### config.mk
export PLATFORM = sky130hd
export DESIGN_NAME = yrv_aux_uart_rx
export DESIGN_NICKNAME = d
export VERILOG_FILES = /design/src/rtl/yrv_aux_uart_rx.sv
export SDC_FILE = /design/constraint.sdc
export NUM_CORES = 1
export LEC_CHECK = 0
export CORE_MARGIN = 2
export CORE_UTILIZATION = 35
export CTS_CLUSTER_SIZE = 40
export DETAILED_ROUTE_END_ITERATION = 10
export SLEW_MARGIN = 5
export SYNTH_ARGS = -nofsm -noshare
export SYNTH_HDL_FRONTEND = slang
export SYNTH_SLANG_ARGS = --single-unit
### constraint.sdc
create_clock -name clk_i -period 3.31 [get_ports clk_i]
set_input_delay 0.331 -clock clk_i [delete_from_list [all_inputs] [get_ports clk_i]]
set_output_delay 0.331 -clock clk_i [all_outputs]
set_load 0.005 [all_outputs]
### src/rtl/yrv_aux_uart_rx.sv
// ---------------------------------------------------------------------------
// yrv_aux_uart_rx
// Auxiliary UART receiver for the aux_uart_rx pin of the yrv MCU system.
// Synchronises the serial line, frames start/data/(parity)/stop bits with an
// oversampled baud tick, and buffers received words in a first-word-fall-
// through FIFO. Sticky error flags report framing, overrun and parity errors.
//
// Optional feature macro: AUX_UART_PARITY_EN
//   When defined, adds parity_en_i, parity_odd_i and the sticky parity_err_o.
//   When undefined, frames are start + DATA_W data bits + stop only.
//
// Ports
//   clk_i          cpu clock
//   resetn_i       asynchronous active-low reset
//   rxd_i          async serial input, idle high
//   rx_en_i        receiver enable; low aborts any frame in progress
//   div_val_i      oversample tick period = div_val_i+1 clocks
//   rd_req_i       pop the FIFO head (ignored when empty)
//   err_clr_i      clear the sticky error flags (wins over a same-clock set)
//   rd_data_o      FIFO head word, zero when empty
//   rx_valid_o     FIFO not empty
//   fifo_count_o   number of words held
//   frame_err_o    sticky: stop bit sampled low
//   overrun_err_o  sticky: word dropped because the FIFO was full
// ---------------------------------------------------------------------------
module yrv_aux_uart_rx #(
  parameter int DATA_W     = 8,
  parameter int FIFO_DEPTH = 8,
  parameter int OVS        = 16,
  parameter int DIV_W      = 16
) (
  input  logic                          clk_i,
  input  logic                          resetn_i,
  input  logic                          rxd_i,
  input  logic                          rx_en_i,
  input  logic [DIV_W-1:0]              div_val_i,
  input  logic                          rd_req_i,
  input  logic                          err_clr_i,
`ifdef AUX_UART_PARITY_EN
  input  logic                          parity_en_i,
  input  logic                          parity_odd_i,
  output logic                          parity_err_o,
`endif
  output logic [DATA_W-1:0]             rd_data_o,
  output logic                          rx_valid_o,
  output logic [$clog2(FIFO_DEPTH):0]   fifo_count_o,
  output logic                          frame_err_o,
  output logic                          overrun_err_o
);

  localparam int PTR_W = $clog2(FIFO_DEPTH);
  localparam int CNT_W = PTR_W + 1;
  localparam int OVS_W = $clog2(OVS);
  localparam int BIT_W = $clog2(DATA_W);

  typedef enum logic [2:0] {IDLE, START, DATA, PARITY, STOP} state_e;

  state_e             state_q, state_d;
  logic [2:0]         sync_q;
  logic [DIV_W-1:0]   divCnt_q, divCnt_d;
  logic [OVS_W-1:0]   ovsCnt_q, ovsCnt_d;
  logic [OVS_W-1:0]   ovsTarget;
  logic [BIT_W-1:0]   bitCnt_q, bitCnt_d;
  logic [DATA_W-1:0]  shift_q;
  logic               rxs, startEdge, tick, sampleNow, lastBit, parityOn;
  logic               sampleStart, sampleData, sampleStop;

  logic [DATA_W-1:0]  mem_q [FIFO_DEPTH];
  logic [PTR_W-1:0]   wrPtr_q, rdPtr_q;
  logic [CNT_W-1:0]   count_q;
  logic               full, pop, wrAccept;
  logic               frameErr_q, overrunErr_q;

  // sync_q[1] is the synchronised line; sync_q[2] is its previous value
  // and is only used to spot the falling edge of a start bit.
  always_ff @(posedge clk_i or negedge resetn_i) begin
    if (!resetn_i) sync_q <= 3'b111;
    else           sync_q <= {sync_q[1:0], rxd_i};
  end

  assign rxs       = sync_q[1];
  assign startEdge = sync_q[2] & ~sync_q[1];

`ifdef AUX_UART_PARITY_EN
  assign parityOn = parity_en_i;
`else
  assign parityOn = 1'b0;
`endif

  // Start bit is sampled half a bit in; every later bit a full bit later,
  // which lands each sample at mid-bit.
  assign ovsTarget = (state_q == START) ? OVS_W'(OVS/2 - 1) : OVS_W'(OVS - 1);
  assign tick      = (state_q != IDLE) && (divCnt_q == div_val_i);
  assign sampleNow = tick && (ovsCnt_q == ovsTarget);
  assign lastBit   = (bitCnt_q == BIT_W'(DATA_W - 1));

  always_ff @(posedge clk_i or negedge resetn_i) begin
    if (!resetn_i) state_q <= IDLE;
    else           state_q <= state_d;
  end

  always_comb begin
    state_d = state_q;
    if (!rx_en_i) begin
      state_d = IDLE;
    end else begin
      case (state_q)
        IDLE:    if (startEdge) state_d = START;
        START:   if (sampleNow) state_d = rxs ? IDLE : DATA;
        DATA:    if (sampleNow && lastBit) state_d = parityOn ? PARITY : STOP;
        PARITY:  if (sampleNow) state_d = STOP;
        STOP:    if (sampleNow) state_d = IDLE;
        default: state_d = IDLE;
      endcase
    end
  end

  // Sample strobes are gated with rx_en_i so an aborted frame never writes.
  always_comb begin
    sampleStart = rx_en_i && sampleNow && (state_q == START);
    sampleData  = rx_en_i && sampleNow && (state_q == DATA);
    sampleStop  = rx_en_i && sampleNow && (state_q == STOP);
  end

  // Tick divider and per-bit tick counter both sit at zero in IDLE so the
  // first tick after a start edge is a fixed distance from the edge.
  always_comb begin
    divCnt_d = divCnt_q;
    ovsCnt_d = ovsCnt_q;
    bitCnt_d = bitCnt_q;
    if (state_q == IDLE) begin
      divCnt_d = '0;
      ovsCnt_d = '0;
    end else begin
      divCnt_d = tick ? '0 : divCnt_q + DIV_W'(1);
      if (tick) ovsCnt_d = sampleNow ? '0 : ovsCnt_q + OVS_W'(1);
    end
    if (state_q != DATA) bitCnt_d = '0;
    else if (sampleData) bitCnt_d = bitCnt_q + BIT_W'(1);
  end

  always_ff @(posedge clk_i or negedge resetn_i) begin
    if (!resetn_i) begin
      divCnt_q <= '0;
      ovsCnt_q <= '0;
      bitCnt_q <= '0;
      shift_q  <= '0;
    end else begin
      divCnt_q <= divCnt_d;
      ovsCnt_q <= ovsCnt_d;
      bitCnt_q <= bitCnt_d;
      if (sampleData) shift_q <= {rxs, shift_q[DATA_W-1:1]};
    end
  end

  // A write into a full FIFO is still accepted when the head is popped in
  // the same clock, since a slot frees up at that edge.
  assign full     = (count_q == CNT_W'(FIFO_DEPTH));
  assign pop      = rd_req_i && (count_q != '0);
  assign wrAccept = sampleStop && (!full || pop);

  always_ff @(posedge clk_i) begin
    if (wrAccept) mem_q[wrPtr_q] <= shift_q;
  end

  always_ff @(posedge clk_i or negedge resetn_i) begin
    if (!resetn_i) begin
      wrPtr_q <= '0;
      rdPtr_q <= '0;
      count_q <= '0;
    end else begin
      if (wrAccept) wrPtr_q <= wrPtr_q + PTR_W'(1);
      if (pop)      rdPtr_q <= rdPtr_q + PTR_W'(1);
      count_q <= count_q + CNT_W'(wrAccept) - CNT_W'(pop);
    end
  end

  // Sticky flags: a clear request beats a set arriving in the same clock.
  always_ff @(posedge clk_i or negedge resetn_i) begin
    if (!resetn_i) begin
      frameErr_q   <= 1'b0;
      overrunErr_q <= 1'b0;
    end else if (err_clr_i) begin
      frameErr_q   <= 1'b0;
      overrunErr_q <= 1'b0;
    end else begin
      if (sampleStop && !rxs)                frameErr_q   <= 1'b1;
      if (sampleStop && full && !pop)        overrunErr_q <= 1'b1;
    end
  end

`ifdef AUX_UART_PARITY_EN
  logic sampleParity, parityErr_q;

  assign sampleParity = rx_en_i && sampleNow && (state_q == PARITY);

  // Odd parity wants an odd number of ones across data plus parity bit.
  always_ff @(posedge clk_i or negedge resetn_i) begin
    if (!resetn_i)                                              parityErr_q <= 1'b0;
    else if (err_clr_i)                                         parityErr_q <= 1'b0;
    else if (sampleParity && ((^shift_q ^ rxs) != parity_odd_i)) parityErr_q <= 1'b1;
  end

  assign parity_err_o = parityErr_q;
`endif

  assign rx_valid_o    = (count_q != '0);
  assign rd_data_o     = rx_valid_o ? mem_q[rdPtr_q] : '0;
  assign fifo_count_o  = count_q;
  assign frame_err_o   = frameErr_q;
  assign overrun_err_o = overrunErr_q;

endmodule
## Yosys cells after proc, flatten, opt, wreduce, memory -nomap -nowiden

Memory sizes are Yosys's and may differ from the RTL's.
Cells that the tools add are included.

| word-level totals | value |
|---|---|
| flip-flop bits (word level) | 49 |
| memory bits (writable) | 64 |
| input port bits | 22 |
| output and inout bits | 15 |
| logic and storage cells | 81 |
| memories | 1 |

Memories:

| memory | words | width | rd ports | clocked after memory_dff | write ports | line | text |
|---|---|---|---|---|---|---|---|
| mem_q | 8 | 8 | 1 | 0 | 1 | 68 | `logic [DATA_W-1:0] mem_q [FIFO_DEPTH];` |

| cells by class | value |
|---|---|
| add/sub/neg operators | 7 |
| eq/ne operators | 14 |
| mux-type cells | 23 |
| bitwise logic cells | 2 |
| reduce and logical (&&, ||, !) cells | 23 |

Operators with widths:

| kind | count |
|---|---|
| 2-to-1 mux 16 bit | 2 |
| 2-to-1 mux 3 bit | 8 |
| adder 16 x 1 -> 16 bit (second input constant) | 1 |
| equality test 16 bit | 1 |
| 2-to-1 mux 4 bit | 4 |
| != test 3 bit (second input constant) | 5 |
| case mux 3 bit (5 select lines) | 1 |
| logical AND 1 bit | 11 |
| adder 3 x 1 -> 3 bit (second input constant) | 3 |
| 2-to-1 mux 8 bit | 1 |
| nonzero test 2 bit | 4 |
| equality test 3 x 2 -> 1 bit (second input constant) | 2 |
| equality test 3 bit (second input constant) | 2 |
| 2-to-1 mux 1 bit | 6 |
| AND reduction 5 bit | 1 |
| adder 4 x 1 -> 4 bit | 1 |
| adder 4 x 1 -> 4 bit (second input constant) | 1 |
| equality test 4 bit | 1 |
| equality test 4 bit (second input constant) | 1 |
| nonzero test 4 bit | 1 |
| subtractor 4 x 1 -> 4 bit | 1 |
| equality test 3 x 1 -> 1 bit (second input constant) | 1 |
| logical NOT 1 bit | 3 |
| logical NOT 3 bit | 1 |
| other kinds (6) | 6 |

## Depth between registers and ports, before layout

| logic depth | value |
|---|---|
| depth after elaboration | 10 |
| gate-level depth with buffers | 12 |
| gate-level depth less buffers | 11 |

## Worst setup path after synthesis

OpenSTA, ideal clock, no wires.

| path | value |
|---|---|
| path type | reg2reg |
| start | register divCnt_q[13] |
| end | memory mem_q[0][0] (enable) |
| library setup time | 383 ps |
| arrival time | 2157 ps |
| required time | 2927 ps |
| setup slack | 770 ps |
| stages on the path, launching flop included | 7 |
| path buffers | 1 |
| period minus slack after synthesis | 2540 ps |
| cell sequence | dfrtp_1 > xnor2_1 > nand4_1 > nor4b_4 > buf_6 > nand4b_1 > nor3_1 |

| on the way | value |
|---|---|
| cells in the longest elaborated chain, start to end | 8 |

RTL lines:

| element | line | text |
|---|---|---|
| start: declaration | 60 | `logic [DIV_W-1:0] divCnt_q, divCnt_d;` |
| start signal: assignment | 149 | `divCnt_q <= divCnt_d;` |
| equality test 16 bit | 93 | `assign tick = (state_q != IDLE) && (divCnt_q == div_val_i);` |
| logical AND 1 bit | 93 |  |
| logical AND 1 bit | 94 | `assign sampleNow = tick && (ovsCnt_q == ovsTarget);` |
| logical AND 1 bit (2 in series) | 122 | `sampleStop = rx_en_i && sampleNow && (state_q == STOP);` |
| logical AND 1 bit | 160 | `assign wrAccept = sampleStop && (!full \|\| pop);` |
| 2-to-1 mux 1 bit | 163 | `if (wrAccept) mem_q[wrPtr_q] <= shift_q;` |
| 2-to-1 mux 1 bit (not written as such) | 163 |  |
| end: declaration | 68 |  |

Every way passes these cells.

## Final worst setup path

| path | value |
|---|---|
| start | register rdPtr_q[1] |
| end | output port rd_data_o[3] |

| on the way | value |
|---|---|
| cells in the longest elaborated chain, start to end | 2 |

RTL lines:

| element | line | text |
|---|---|---|
| start: declaration | 69 | `logic [PTR_W-1:0] wrPtr_q, rdPtr_q;` |
| start signal: assignment | 173 | `if (pop) rdPtr_q <= rdPtr_q + PTR_W'(1);` |
| memory read (8 x 8 bit) | n/a |  |
| 2-to-1 mux 8 bit | 208 | `assign rd_data_o = rx_valid_o ? mem_q[rdPtr_q] : '0;` |
| end: declaration | 44 | `output logic [DATA_W-1:0] rd_data_o,` |

Every way passes these cells.

==> metrics.md <==
| Metric | Value |
|---|---|
| Chip width | `125 microns` |
| CTS tree | `yes` |
| Initial Util | `35.6%` |
| Final Cycle Share | `84.0%` |
| Initial antenna violation count | `0` |
| Gate power share | `12.2%` |
| # IOs | `37` |
| Max Clk Rate | `0.360 GHz` |
| Clock share of power | `between 40% and 50%` |
| Die height | `125 microns` |
| First-pass GRT wire length | `~16 mm` |
| Most frequent cells in the layout | `64 x edfxtp_1, 46 x dfrtp_1, 40 x nor2_1` |
| Psw | `1.00 mW` |
| VDD IR max | `341 uV` |
| IO buf count | `36` |
| WP depth | `4` |
| Worst Setup SP | `rdPtr_q[1]$_DFFE_PN0P_` |
| ANT cells | `0` |
| Synth Cell Area | `5110 sq um` |
| Startpoint Class | `register` |
| Remaining DRCs | `0` |
| PostCTS Resize Cnt | `0` |
| Clock Tree Root | `clkbuf_16` |
| GPL Wtd Cong | `0.780` |
| Final WS setup | `~530 ps` |
| Worst Path Arrival | `2450 ps` |
| Worst r2r src | `state_q[0]$_DFFE_PN0P_` |
| CP max FO | `18` |
| Worst path max stage delay | `890 ps` |
| Crit-path cells | `mux4_2 -> mux2i_1 -> nor2_1 -> clkdlybuf4s50_1` |
| Most common cell after layout, fill and taps aside | `edfxtp_1` |
| Postcts setup bufs | `0` |
| Setup CP Type | `register to primary output` |
| Max Cap Violations | `0` |
| Setup TNS | `0 ps` |
| Slew margin rel. | `between 30% and 40%` |
| Clock Skew | `7.95 ps` |
| # nets final | `439` |
| RR Endpoint | `fifo_count_o[2]$_DFF_PN0_` |
| Routed len/inst | `16.3 microns` |
| Core area | `14400 sq um` |
| Largest net degree at the start of global routing | `34` |
| Cell family contributing the most delay on the critical path | `flip-flops` |
| WL final | `9.80 mm` |
| Synth Net Count | `384` |
| Place WS | `409 ps` |
| Top-area cell type share of the netlist area | `37.6%` |
| Actual slew at the worst max-slew pin | `980 ps` |
| DR iter-0 viols | `217` |
| H-tree Lvls | `4` |
| Sequential cell area fraction in the yosys report | `61.7%` |
| Max Slew Vio Count | `0` |
| Worst R2R Path Depth | `8` |
| Flop pwr share | `between 40% and 50%` |
| Setup repair after global routing missed its margin | `no` |
| Clk buf depth | `2` |
| Switching part of the total | `24.5%` |
| Ys Warns | `0` |
| Syn Inst Count | `350` |
| Area leader, netlist | `edfxtp_1` |
| PD cells | `644 nW/um^2` |
| P&R area growth vs syn | `24.2%` |
| Synth cell types | `48` |
| Avg Cell Area, Syn | `14.6 sq um` |
| CP endpoint kind | `primary output` |
| Count of state elements after synthesis | `roughly 110` |
| WP buf/inv | `1` |
| Run status | `complete, no violations` |
| Synth top area cells | `edfxtp_1 38%, dfrtp_1 23%, mux4_2 7.1%` |
| EDFF count, synth | `64` |
| Final setup violating endpoints | `0` |
| Num CTS Buffers | `17` |
| HPWL after DPL | `6.44 mm` |
| Die area | `15600 sq um` |
| Leak pwr | `2.65 nW` |
| Async SR Flop Fraction | `43.4%` |
| ANT nets after route | `0` |
| Filler Cell Count | `1290` |
| Critical Path End | `rd_data_o[3]` |
| Vias in the first global route | `3099` |
| Later-pin clock latency in the skew report | `400 ps` |
| Min Tclk post-route | `2780 ps` |
| Crit-path slowest cell | `dfrtp_1` |
| R2R Setup Slk | `750 ps` |
| Vias | `2977` |
| Fin util | `44.1%` |
| Worst-path clk slew | `about 60 ps` |
| Total power draw | `between 4 and 5 mW` |
| Std-Cell Rows | `44` |
| Clk sinks | `113` |
| Total grt overflow | `0` |
| DRT Pass-1 Iters | `4` |
| Hold_buf cts | `0` |
| Total track usage | `13.7%` |
| Required time of the critical path | `2980 ps` |
| Internal Power | `3.08 mW` |
| Top FF cell, synth | `edfxtp_1` |
| Hold WC Path Type | `primary input to async pin` |
| Final Hold Vio Count | `0` |
| DR vias/cell | `4.95` |
| Share of layout cells above drive strength 1 | `19.9%` |
==> power groups by stage <==
stage | combinational, mW | clock [mW] | sequential [mW]
2_1_floorplan | 0.401 | 0 | 1.59
3_3_place_gp | 0.504 | 0 | 1.68
3_5_place_dp | 0.513 | 0 | 1.68
4_1_cts | 0.514 | 1.98 | 1.65
5_1_grt | 0.558 | 2.04 | 1.66
6_report | 0.498 | 1.94 | 1.65
==> layer usage <==
metal | up-vias | routed length (microns) | GRT usage (%)
li1 | 1402 | - | -
met2 | 61 | 4800 | 21.9
met3 | 7 | 384 | 4.12
met1 | 1507 | 4540 | 18.0
met5 | - | 0 | 0
met4 | 0 | 76 | 4.12
==> cells in the mapped netlist, types with 3 or more instances <==
cell,n
mux2_2,9
xnor2_1,24
nand3_1,13
a21oi_1,3
ha_1,11
a31oi_1,4
clkbuf_1,3
buf_6,3
edfxtp_1,64
dfrtp_1,46
nor3_1,4
xor2_1,12
inv_1,7
nor2_1,40
and4_1,4
nand4_1,9
mux2i_1,15
and3_1,3
and2_1,5
nand2b_1,4
nand2_1,17
mux4_2,16
dfstp_2,3
==> final cells by class <==
type | instances | area [sq um] | share of cell area [%]
Multi-Input combinational cell | 217 | 1850 | 29.1
Tap cell | 184 | 230 | 3.63
Clock buffer | 17 | 425 | 6.71
Sequential cell | 113 | 3150 | 49.7
Timing Repair Buffer | 49 | 453 | 7.14
Inverter | 7 | 26.3 | 0.414
Clock inverter | 15 | 209 | 3.29
==> per-stage QoR <==
stage | hold slack, ps | cells | cell area (sq um)
3_3_place_gp | 348 | 570 | 5710
4_1_cts | 31.0 | 602 | 6340
3_5_place_dp | 349 | 570 | 5710
5_1_grt | 59.7 | 602 | 6340
2_1_floorplan | 35.4 | 350 | 5110
6_report | 9.08 | 602 | 6340
==> state kept, by name, summed over array words and instances, names as in the netlist <==
register       flops
divCnt_q          16
mem_q             64
fifo_count_o       4
bitCnt_q           3
state_q            3
shift_q            8
wrPtr_q            3
overrun_err_o      1
rdPtr_q            3
frame_err_o        1
sync_q             3
ovsCnt_q           4
==> cell families (layout without fill, tap and decap cells) <==
family | Yosys count | in the layout | synth area share, %
AOI/OAI and AO/OA | 15 | 15 | 1.96
xor gates and xnor gates | 37 | 37 | 6.49
adders and majority gates | 12 | 12 | 3.09
buffers and inverters | 20 | 88 | 2.13
DFF | 113 | 113 | 61.7
muxes | 41 | 41 | 12.3
and+or+nand+nor | 112 | 112 | 12.4
==> worst reg2reg max path, cell delays in order, from the launching register on <==
cell     delay [ps]
dfrtp_1         500
nor3b_4         270
xor2_2          220
nor4b_4         290
buf_4           270
and2_1          240
a21oi_1         110
fa_1            410
xnor2_1         130
==> worst min-delay path by stage <==
stage,endpoint
after CTS,divCnt_q[12]$_DFF_PN0_
after floorplan,bitCnt_q[0]$_DFFE_PN0P_
final,divCnt_q[12]$_DFF_PN0_
after global routing,divCnt_q[12]$_DFF_PN0_
after detailed placement,sync_q[1]$_DFF_PN1_
after global placement,sync_q[1]$_DFF_PN1_
(Power assumes the default switching activity.)
